**src/rtl/ws_array_sequencer_pkg.sv**
```systemverilog
// rtl/ws_array_sequencer_pkg.sv - shared types and constants for ws_array_sequencer
// Package ws_seq_pkg: sequencer state enum, default geometry, tag delay
// depth, job cycle counter width and small helper functions.
package ws_seq_pkg;

  localparam int ARRAY_DIM_DEF = 4;
  localparam int ADDR_W_DEF    = 8;
  localparam int OUT_LAT_DEF   = 9;

  // Valid/index delay line depth: the last column taps OUT_LAT+ARRAY_DIM-1
  // cycles after the activation read.
  localparam int DLY_DEPTH = OUT_LAT_DEF + ARRAY_DIM_DEF - 1;

  localparam int JOB_CYC_W = 32;

  typedef enum logic [2:0] {
    S_IDLE,
    S_LOAD_W,
    S_LATCH,
    S_COMPUTE,
    S_DRAIN,
    S_DONE
  } seq_state_t;

  function automatic int dly_depth(input int out_lat, input int dim);
    return out_lat + dim - 1;
  endfunction

  function automatic logic [JOB_CYC_W-1:0] sat_inc(input logic [JOB_CYC_W-1:0] x);
    return (&x) ? x : x + JOB_CYC_W'(1);
  endfunction

endpackage

```
**src/rtl/ws_array_sequencer_if.sv**
```systemverilog
// rtl/ws_array_sequencer_if.sv - host, SRAM and array-control bus of ws_array_sequencer
// Signals:
//   start, abort, num_vecs            host -> sequencer job control
//   busy, done                        sequencer -> host status
//   w_rd_en/w_rd_addr                 weight SRAM read
//   a_rd_en/a_rd_addr                 activation SRAM read
//   fsm_op2_select, stat_bit,
//   fsm_out_select                    broadcast PE array controls
//   out_valid, out_vec_idx            per-column result tags
// Modports: master (sequencer side), slave (host/array side).
interface ws_array_sequencer_if #(
  parameter int ARRAY_DIM = ws_seq_pkg::ARRAY_DIM_DEF,
  parameter int ADDR_W    = ws_seq_pkg::ADDR_W_DEF
);
  logic                          start;
  logic                          abort;
  logic [ADDR_W-1:0]             num_vecs;
  logic                          busy;
  logic                          done;
  logic                          w_rd_en;
  logic [ADDR_W-1:0]             w_rd_addr;
  logic                          a_rd_en;
  logic [ADDR_W-1:0]             a_rd_addr;
  logic                          fsm_op2_select;
  logic                          stat_bit;
  logic                          fsm_out_select;
  logic [ARRAY_DIM-1:0]          out_valid;
  logic [ARRAY_DIM*ADDR_W-1:0]   out_vec_idx;

  modport master (
    input  start, abort, num_vecs,
    output busy, done, w_rd_en, w_rd_addr, a_rd_en, a_rd_addr,
           fsm_op2_select, stat_bit, fsm_out_select, out_valid, out_vec_idx
  );

  modport slave (
    output start, abort, num_vecs,
    input  busy, done, w_rd_en, w_rd_addr, a_rd_en, a_rd_addr,
           fsm_op2_select, stat_bit, fsm_out_select, out_valid, out_vec_idx
  );
endinterface

```
**src/rtl/ws_array_sequencer_tag_delay.sv**
```systemverilog
// rtl/ws_array_sequencer_tag_delay.sv - valid/vector-index delay line with synchronous flush
// Ports:
//   clk, rst      clock, asynchronous active-high reset
//   flush         clears every stage on the next edge
//   in_valid      activation read issued this cycle
//   in_idx        vector index of that read
//   out_valid     bit c: stage OUT_LAT+c-1 valid (result at bottom of column c)
//   out_idx       slice c: vector index held in that stage
module seq_tag_delay
  import ws_seq_pkg::*;
#(
  parameter int ARRAY_DIM = ARRAY_DIM_DEF,
  parameter int ADDR_W    = ADDR_W_DEF,
  parameter int OUT_LAT   = OUT_LAT_DEF,
  parameter int DEPTH     = DLY_DEPTH
) (
  input  logic                        clk,
  input  logic                        rst,
  input  logic                        flush,
  input  logic                        in_valid,
  input  logic [ADDR_W-1:0]           in_idx,
  output logic [ARRAY_DIM-1:0]        out_valid,
  output logic [ARRAY_DIM*ADDR_W-1:0] out_idx
);

  logic [DEPTH-1:0]             v_sr;
  logic [DEPTH-1:0][ADDR_W-1:0] idx_sr;

  // Stage k holds the tag of the read issued k+1 cycles ago. Indices are
  // zeroed when not valid so idle columns show a clean 0.
  always_ff @(posedge clk or posedge rst) begin
    if (rst) begin
      v_sr   <= '0;
      idx_sr <= '0;
    end else if (flush) begin
      v_sr   <= '0;
      idx_sr <= '0;
    end else begin
      v_sr   <= {v_sr[DEPTH-2:0], in_valid};
      idx_sr <= {idx_sr[DEPTH-2:0], (in_valid ? in_idx : '0)};
    end
  end

  for (genvar c = 0; c < ARRAY_DIM; c++) begin : g_tap
    assign out_valid[c]                = v_sr[OUT_LAT+c-1];
    assign out_idx[c*ADDR_W +: ADDR_W] = idx_sr[OUT_LAT+c-1];
  end

endmodule

```
**src/rtl/ws_array_sequencer.sv**
```systemverilog
// rtl/ws_array_sequencer.sv - weight-stationary systolic array job sequencer
// Ports:
//   clk, rst      clock, asynchronous active-high reset
//   bus           ws_array_sequencer_if.master: host control/status, weight
//                 and activation SRAM reads, array broadcast controls and
//                 per-column result tags
//   job_cycles    (only with SEQ_PERF_CNT_EN) cycles of the last completed
//                 job, start cycle through DONE cycle, saturating
module ws_array_sequencer
  import ws_seq_pkg::*;
#(
  parameter int ARRAY_DIM = ARRAY_DIM_DEF,
  parameter int ADDR_W    = ADDR_W_DEF,
  parameter int OUT_LAT   = OUT_LAT_DEF
) (
  input  logic                 clk,
  input  logic                 rst,
  ws_array_sequencer_if.master bus
`ifdef SEQ_PERF_CNT_EN
  ,
  output logic [JOB_CYC_W-1:0] job_cycles
`endif
);

  seq_state_t           state, state_n;
  logic [ADDR_W-1:0]    cnt;
  logic [ADDR_W-1:0]    nv_reg;

  logic                 busy, done, w_rd_en, a_rd_en;
  logic [ADDR_W-1:0]    w_rd_addr, a_rd_addr;
  logic                 op2_sel, stat_bit, out_sel;
  logic                 flush;
  logic [ARRAY_DIM-1:0]        tag_valid;
  logic [ARRAY_DIM*ADDR_W-1:0] tag_idx;
  logic                 last_col_done;

  // The last vector leaves the last column: DONE follows next cycle.
  assign last_col_done = tag_valid[ARRAY_DIM-1] &&
                         (tag_idx[(ARRAY_DIM-1)*ADDR_W +: ADDR_W] == nv_reg - ADDR_W'(1));

  always_ff @(posedge clk or posedge rst) begin
    if (rst) begin
      state  <= S_IDLE;
      cnt    <= '0;
      nv_reg <= '0;
    end else begin
      state <= state_n;
      if (state == S_IDLE && bus.start)
        nv_reg <= bus.num_vecs;
      // cnt restarts at every state change, so it indexes within a phase.
      if (state_n != state)
        cnt <= '0;
      else if (state == S_LOAD_W || state == S_COMPUTE)
        cnt <= cnt + ADDR_W'(1);
    end
  end

  always_comb begin
    state_n   = state;
    busy      = 1'b1;
    done      = 1'b0;
    w_rd_en   = 1'b0;
    w_rd_addr = '0;
    a_rd_en   = 1'b0;
    a_rd_addr = '0;
    op2_sel   = 1'b0;
    stat_bit  = 1'b0;
    out_sel   = 1'b0;
    case (state)
      S_IDLE: begin
        busy = 1'b0;
        if (bus.start) state_n = S_LOAD_W;
      end
      S_LOAD_W: begin
        // Last row first so each row's weights reach their PE together.
        w_rd_en   = 1'b1;
        w_rd_addr = ADDR_W'(ARRAY_DIM-1) - cnt;
        if (cnt == ADDR_W'(ARRAY_DIM-1)) state_n = S_LATCH;
      end
      S_LATCH: begin
        op2_sel = 1'b1;
        state_n = (nv_reg == '0) ? S_DONE : S_COMPUTE;
      end
      S_COMPUTE: begin
        a_rd_en   = 1'b1;
        a_rd_addr = cnt;
        stat_bit  = 1'b1;
        out_sel   = 1'b1;
        if (cnt == nv_reg - ADDR_W'(1)) state_n = S_DRAIN;
      end
      S_DRAIN: begin
        stat_bit = 1'b1;
        out_sel  = 1'b1;
        if (last_col_done) state_n = S_DONE;
      end
      S_DONE: begin
        done    = 1'b1;
        state_n = S_IDLE;
      end
      default: begin
        busy    = 1'b0;
        state_n = S_IDLE;
      end
    endcase
    if (bus.abort && state != S_IDLE) state_n = S_IDLE;
  end

  assign flush = bus.abort && (state != S_IDLE);

  seq_tag_delay #(
    .ARRAY_DIM (ARRAY_DIM),
    .ADDR_W    (ADDR_W),
    .OUT_LAT   (OUT_LAT),
    .DEPTH     (dly_depth(OUT_LAT, ARRAY_DIM))
  ) u_tag_delay (
    .clk       (clk),
    .rst       (rst),
    .flush     (flush),
    .in_valid  (a_rd_en),
    .in_idx    (a_rd_addr),
    .out_valid (tag_valid),
    .out_idx   (tag_idx)
  );

  assign bus.busy           = busy;
  assign bus.done           = done;
  assign bus.w_rd_en        = w_rd_en;
  assign bus.w_rd_addr      = w_rd_addr;
  assign bus.a_rd_en        = a_rd_en;
  assign bus.a_rd_addr      = a_rd_addr;
  assign bus.fsm_op2_select = op2_sel;
  assign bus.stat_bit       = stat_bit;
  assign bus.fsm_out_select = out_sel;
  assign bus.out_valid      = tag_valid;
  assign bus.out_vec_idx    = tag_idx;

`ifdef SEQ_PERF_CNT_EN
  logic [JOB_CYC_W-1:0] run_cnt;
  logic [JOB_CYC_W-1:0] job_cycles_r;

  // run_cnt equals the number of job cycles already elapsed; the DONE cycle
  // itself is added when the result is committed.
  always_ff @(posedge clk or posedge rst) begin
    if (rst) begin
      run_cnt      <= '0;
      job_cycles_r <= '0;
    end else begin
      if (state == S_IDLE)
        run_cnt <= bus.start ? JOB_CYC_W'(1) : '0;
      else
        run_cnt <= sat_inc(run_cnt);
      if (state == S_DONE)
        job_cycles_r <= sat_inc(run_cnt);
    end
  end

  assign job_cycles = job_cycles_r;
`endif

endmodule

```
**src/flat_wrapper.sv**
```systemverilog
// flat-port wrapper written by rule: the top's interface ports become plain ports
module ws_array_sequencer_flat import ws_seq_pkg::*;
#(
  parameter int ARRAY_DIM = ARRAY_DIM_DEF,
  parameter int ADDR_W    = ADDR_W_DEF,
  parameter int OUT_LAT   = OUT_LAT_DEF
)
  (clk, rst, bus_start, bus_abort, bus_num_vecs, bus_busy, bus_done, bus_w_rd_en, bus_w_rd_addr, bus_a_rd_en, bus_a_rd_addr, bus_fsm_op2_select, bus_stat_bit, bus_fsm_out_select, bus_out_valid, bus_out_vec_idx);
  ws_array_sequencer_if #(.ARRAY_DIM(ARRAY_DIM), .ADDR_W(ADDR_W)) bus_i ();
  input  logic clk;
  input  logic rst;
  input wire logic [$bits(bus_i.start)-1:0] bus_start;
  input wire logic [$bits(bus_i.abort)-1:0] bus_abort;
  input wire logic [$bits(bus_i.num_vecs)-1:0] bus_num_vecs;
  output wire logic [$bits(bus_i.busy)-1:0] bus_busy;
  output wire logic [$bits(bus_i.done)-1:0] bus_done;
  output wire logic [$bits(bus_i.w_rd_en)-1:0] bus_w_rd_en;
  output wire logic [$bits(bus_i.w_rd_addr)-1:0] bus_w_rd_addr;
  output wire logic [$bits(bus_i.a_rd_en)-1:0] bus_a_rd_en;
  output wire logic [$bits(bus_i.a_rd_addr)-1:0] bus_a_rd_addr;
  output wire logic [$bits(bus_i.fsm_op2_select)-1:0] bus_fsm_op2_select;
  output wire logic [$bits(bus_i.stat_bit)-1:0] bus_stat_bit;
  output wire logic [$bits(bus_i.fsm_out_select)-1:0] bus_fsm_out_select;
  output wire logic [$bits(bus_i.out_valid)-1:0] bus_out_valid;
  output wire logic [$bits(bus_i.out_vec_idx)-1:0] bus_out_vec_idx;
  assign bus_i.start = bus_start;
  assign bus_i.abort = bus_abort;
  assign bus_i.num_vecs = bus_num_vecs;
  assign bus_busy = bus_i.busy;
  assign bus_done = bus_i.done;
  assign bus_w_rd_en = bus_i.w_rd_en;
  assign bus_w_rd_addr = bus_i.w_rd_addr;
  assign bus_a_rd_en = bus_i.a_rd_en;
  assign bus_a_rd_addr = bus_i.a_rd_addr;
  assign bus_fsm_op2_select = bus_i.fsm_op2_select;
  assign bus_stat_bit = bus_i.stat_bit;
  assign bus_fsm_out_select = bus_i.fsm_out_select;
  assign bus_out_valid = bus_i.out_valid;
  assign bus_out_vec_idx = bus_i.out_vec_idx;
  ws_array_sequencer #(.ARRAY_DIM(ARRAY_DIM), .ADDR_W(ADDR_W), .OUT_LAT(OUT_LAT)) u_core (.clk(clk), .rst(rst), .bus(bus_i));
endmodule
```
**config.mk**
```make
export PLATFORM = sky130hd
export DESIGN_NAME = ws_array_sequencer_flat
export DESIGN_NICKNAME = d
export VERILOG_FILES = /design/src/rtl/ws_array_sequencer_pkg.sv /design/src/rtl/ws_array_sequencer_if.sv /design/src/rtl/ws_array_sequencer_tag_delay.sv /design/src/rtl/ws_array_sequencer.sv /design/src/flat_wrapper.sv
export SDC_FILE = /design/constraint.sdc
export NUM_CORES = 1
export LEC_CHECK = 0
export CELL_PAD_IN_SITES_DETAIL_PLACEMENT = 1
export CELL_PAD_IN_SITES_GLOBAL_PLACEMENT = 2
export CORE_ASPECT_RATIO = 1.1
export CORE_UTILIZATION = 40
export DETAILED_ROUTE_END_ITERATION = 8
export PLACE_DENSITY_LB_ADDON = 0.15
export REMOVE_ABC_BUFFERS = 1
export SYNTH_ARGS = -nofsm -noshare
export SYNTH_HDL_FRONTEND = slang
export SYNTH_SLANG_ARGS = --single-unit
```
**constraint.sdc**
```tcl
create_clock -name clk -period 7.4 [get_ports clk]
set_input_delay 1.48 -clock clk [delete_from_list [all_inputs] [get_ports clk]]
set_output_delay 1.48 -clock clk [all_outputs]
set_load 0.01 [all_outputs]
```
* Word-level counts from Yosys, hierarchy flattened
Cells that the tools add are included.
** Cells by class
- $lt $le $gt $ge :: 0
- Bitwise operators :: 0
- Add/sub/neg operators :: 3
- Muxes and demuxes :: 20
- Reduce and logical (&&, ||, !) cells :: 10
- Shift operators :: 0
- $mul :: 0
- Equality and inequality tests :: 9
- Div/mod/pow operators :: 0
** Operator list (count)
- $mux W96 :: 1
- $mux W8 :: 5
- $mux W3 :: 6
- $eq A8 B8 Y1 :: 2
- $pmux W3 S5 :: 1
- $mux W12 :: 1
- $add A8 B1 Y8 const B :: 1
- $eq A8 B2 Y1 const B :: 1
- $logic_not A8 Y1 :: 1
- $sub A2 B8 Y8 const A :: 1
- $sub A8 B1 Y8 const B :: 1
- $eq A3 B2 Y1 const B :: 2
- $eq A3 B3 Y1 const B :: 2
- $mux W1 :: 6
- $reduce_or A5 Y1 :: 1
- $eq A3 B1 Y1 const B :: 1
- $logic_and A1 B1 Y1 :: 3
- $logic_not A3 Y1 :: 1
- $ne A3 B3 Y1 :: 1
- $reduce_bool A3 Y1 :: 1
- $reduce_bool A2 Y1 :: 1
- $reduce_or A2 Y1 :: 1
- $logic_or A1 B1 Y1 :: 1
** Storage, ports and cells
- Memories kept :: 0
- Memory bits (read-only) :: 0
- Latch bits :: 0
- Output and inout bits :: 59
- RAM bits :: 0
- Bits of input ports :: 12
- Register bits after elaboration :: 127
- Word-level logic and storage cells :: 58

* Longest topological paths before layout
- Word-level depth :: 8
- Mapped depth :: 10
- Depth with buffers taken out :: 8

* Hierarchy
Synthesis repeated with hierarchy kept, for this count alone.
** Unflattened totals
- Cell total of the unflattened synthesis :: 485
- Area total of the unflattened synthesis :: 5601.6 sq um
** Modules (own cells, without submodules)
- seq_tag_delay :: area each 3787.4 sq um, cells an instance 265, instances 1
- ws_array_sequencer :: area each 1814.2 sq um, cells an instance 220, instances 1

* Worst setup path before layout
No wires, ideal clock.
- Path kind :: register to output
- From :: reg u_core.cnt[2]
- To :: out bus_w_rd_addr[6]
- Data required time :: 5.920 ns
- Arrival :: 1.367 ns
- Stages on the path, launching flop included :: 6
- Slack :: 4.553 ns
- Cells stage by stage :: dfrtp_1 > inv_1 > ha_1 > nor3b_1 > xor2_1 > nor2_1
** Between the ends
- Word-level cells in the longest chain between the ends :: 2
** RTL lines
- start, declared :: line ws_array_sequencer.sv:26 : logic [ADDR_W-1:0] cnt;
- start signal, assigned :: line ws_array_sequencer.sv:54 : cnt <= cnt + ADDR_W'(1);
- $sub A2 B8 Y8 :: line ws_array_sequencer.sv:77 : w_rd_addr = ADDR_W'(ARRAY_DIM-1) - cnt;
- $mux W8 :: line ws_array_sequencer.sv:69 : case (state)
- end, declared :: line flat_wrapper.sv:18 : output wire logic [$bits(bus_i.w_rd_addr)-1:0] bus_w_rd_addr;
No other way between the ends.

* Worst setup path in the final report
- From :: reg u_core.state[0]
- To :: out bus_w_rd_addr[1]
** Between the ends
- Word-level cells in the longest chain between the ends :: 2
** RTL lines
- start, declared :: line ws_array_sequencer.sv:25 : seq_state_t state, state_n;
- start signal, assigned :: line ws_array_sequencer.sv:47 : state <= state_n;
- $eq A3 B1 Y1 :: line ws_array_sequencer.sv:69
- $mux W8 :: line ws_array_sequencer.sv:69
No other way between the ends.

==> run metrics <==
hold crit path type=register to register; vias in the first global route=3482; Total Wirelength=10.7 mm; Tightest Pin Transition=1.06 ns; crit path cell chain=nor2b_1 > nand2_1 > nor2_1 > clkdlybuf4s50_1; endpoints failing setup=0; NetSw=560 µW; Sw Ratio=28.7%; Slew Limit Headroom=29.6%; Post-CTS Resized=0; Antenna diodes=0; cts hold-fix bufs=0; TritonCTS clock tree=done; max frequency=232 MHz; Peak supply drop=177 µV; leakage=3.05 nW; Critical Path AT=2.83 ns; Area Growth Syn to Fin=18.6%; Final Hold Viols=0; die area=14100 µm²; Finished Layout Cells=689; drt drc=0; fill cell count=1387; largest area contributor in the netlist=dfrtp_1; GP Congestion=0.821; CP Capture Type=output pin; Worst-path clk slew=0.05 ns; synthesized area per cell=11.8 µm²; routed len/inst=15.6 µm; Final ANT Viol Nets=0; required time of the worst setup path=5.92 ns; count leader, synth=dfrtp_1; Cell Area, Synth=5460 µm²; setup bufs post-CTS=0; DR pass1 iterations=4; status=complete, no violations; Core Rows=44; max FFs per register=64; Iter 0 DRT Violations=233; synth warn=0; CTS root buf=clkbuf_16; Yosys reg bits=127; Post-synth top cells=dfrtp_1 (127), and2_1 (106), buf_4 (38); multi-input logic area=1760 µm²; All-Layer GR Usage=16.8%; initial antenna violation count=0; sequential area share after synthesis=58.2%; clk buf depth=2; area fraction of the dominant cell type after synthesis=58.2%; # IOs=71; core area=13300 µm²; via count=3251; Max-cap violations=0; DR vias/cell=4.72; # nets final=511; fin crit period=4.31 ns; asr flop ratio synth=100%; starting density of the core=41.2%; Gate power share=18.9%; synth unique cells=45; ratio of final minimum period to clock period=58.2%; Internal=1.39 mW; Setup crit start kind=register; total CTS buffers=17; final clock skew=0.0138 ns; RSZ-0062 raised after global routing=no; Biggest register=u_core.u_tag_delay.idx_sr; Skew-Pair Late Insertion Delay=0.41 ns; critical path's top delay family=simple AND/OR/NAND/NOR gates; H-Tree Depth=4; share of cells above drive strength 1=8.71%; Largest stage delay, worst path=0.79 ns; GRT overflow=0; worst hold slack=0.443 ns; Max FO, Critical Path=14; Reg power frac=41.0%; final setup TNS=0 ns; Slowest cell on crit path=nor2b_1; predominant post-synthesis flop cell=dfrtp_1; Port Buf Inserts=70; largest net degree at the start of global routing=100; ratio of total power to cell area=301 nW/µm²; Final HPWL DP=7.09 mm; Clock Power Share=40.1%; placed cell count=659; Die Ht=125 µm; Setup Crit Path Kind=register to output pin; Sequential cell area=3180 µm²; top post-synthesis cells by area=dfrtp_1 (58%), and2_1 (12%), buf_4 (5.2%), xnor2_1 (3.2%), xor2_1 (2.1%); cells after synthesis=465; number of synthesized flops with an enable pin=0; Die W=113 µm; clk sinks=127; Final Max Tran Viols=0; first-pass GRT wire length=18.0 mm; Buf/Inv on CP=1
==> logic make-up (layout without fill, tap and decap cells) <==
group / count (synthesis) / count (layout) / synth area share, %
and+or+nand+nor: 197 / 197 / 21.1
muxes: 7 / 7 / 1.42
buffers and inverters: 71 / 111 / 9.62
xor gates and xnor gates: 33 / 33 / 5.29
adders and majority gates: 5 / 5 / 1.14
AOI/OAI and AO/OA: 25 / 25 / 3.27
DFF: 127 / 127 / 58.2
==> area by class of cell <==
cell class,count,area share [%]
clock buffer,24,7.28
clock inverter,6,1.31
timing repair buffer,72,11.0
multi-input combinational,267,27.2
inverter,9,0.560
sequential,127,49.0
tap,184,3.55
==> path summary, 6_finish.rpt <==
check,start,to,slack (ns),depth (start not counted)
min reg2reg,u_core.u_tag_delay.idx_sr[24]$_DFF_PP0_,u_core.u_tag_delay.idx_sr[32]$_DFF_PP0_,0.44,1
max in group asynchronous,rst,u_core.u_tag_delay.out_idx[8]$_DFF_PP0_,4.57,3
min,u_core.u_tag_delay.idx_sr[24]$_DFF_PP0_,u_core.u_tag_delay.idx_sr[32]$_DFF_PP0_,0.44,1
min in group asynchronous,rst,u_core.u_tag_delay.idx_sr[62]$_DFF_PP0_,1.69,2
max reg2reg,u_core.nv_reg[0]$_DFFE_PP0P_,u_core.cnt[3]$_DFFE_PP0P_,4.41,8
max,u_core.state[0]$_DFF_PP0_,bus_w_rd_addr[1],3.09,4
==> cells in the final DEF, fill, tap and decap left out, types with 2 or more instances in the layout <==
master           instances
nor3_1                  16
mux2_2                   6
clkbuf_16               17
bufinv_16                2
and2_1                 106
nand3b_1                 2
dfrtp_1                127
clkbuf_8                 2
clkdlybuf4s50_1         70
nand4_1                  3
nor2b_1                  3
ha_1                     5
buf_4                    2
or4_4                    2
a21oi_1                  4
nor2_1                  23
xor2_1                  13
nor4_1                   2
nand3_1                  6
xnor2_1                 20
inv_1                    8
and3_1                  10
clkbuf_1                 5
clkinv_2                 2
nand2b_1                 2
nand2_1                 14
o21ai_0                 11
clkinvlp_4               2
==> power groups by stage <==
| stage | registers [mW] | clock network, mW | logic, mW |
|---|---|---|---|
| after CTS | 0.801 | 0.803 | 0.372 |
| after floorplan | 0.783 | 0 | 0.262 |
| after global placement | 0.811 | 0 | 0.356 |
| final | 0.800 | 0.781 | 0.369 |
| after detailed placement | 0.811 | 0 | 0.370 |
| after global routing | 0.808 | 0.831 | 0.413 |
==> routing by layer <==
layer	routed length, µm	vias to the layer above	track usage, %
li1	-	1506	-
met5	0	-	0
met1	5010	1677	22.5
met4	128	0	5.88
met3	358	12	4.33
met2	5220	56	26.4
==> stage by stage <==
step           total power [mW]  area (µm²)  worst slack (ns)  utilization, %
4_1_cts                    1.98        6480              3.11            48.8
6_report                   1.95        6480              3.09            48.8
2_1_floorplan              1.04        4970              2.54               -
3_3_place_gp               1.17        5920              3.66            44.6
3_5_place_dp               1.18        5920              3.55            44.6
5_1_grt                    2.05        6480              2.85            48.8
Note: power is estimated with default switching activity, not from simulation.
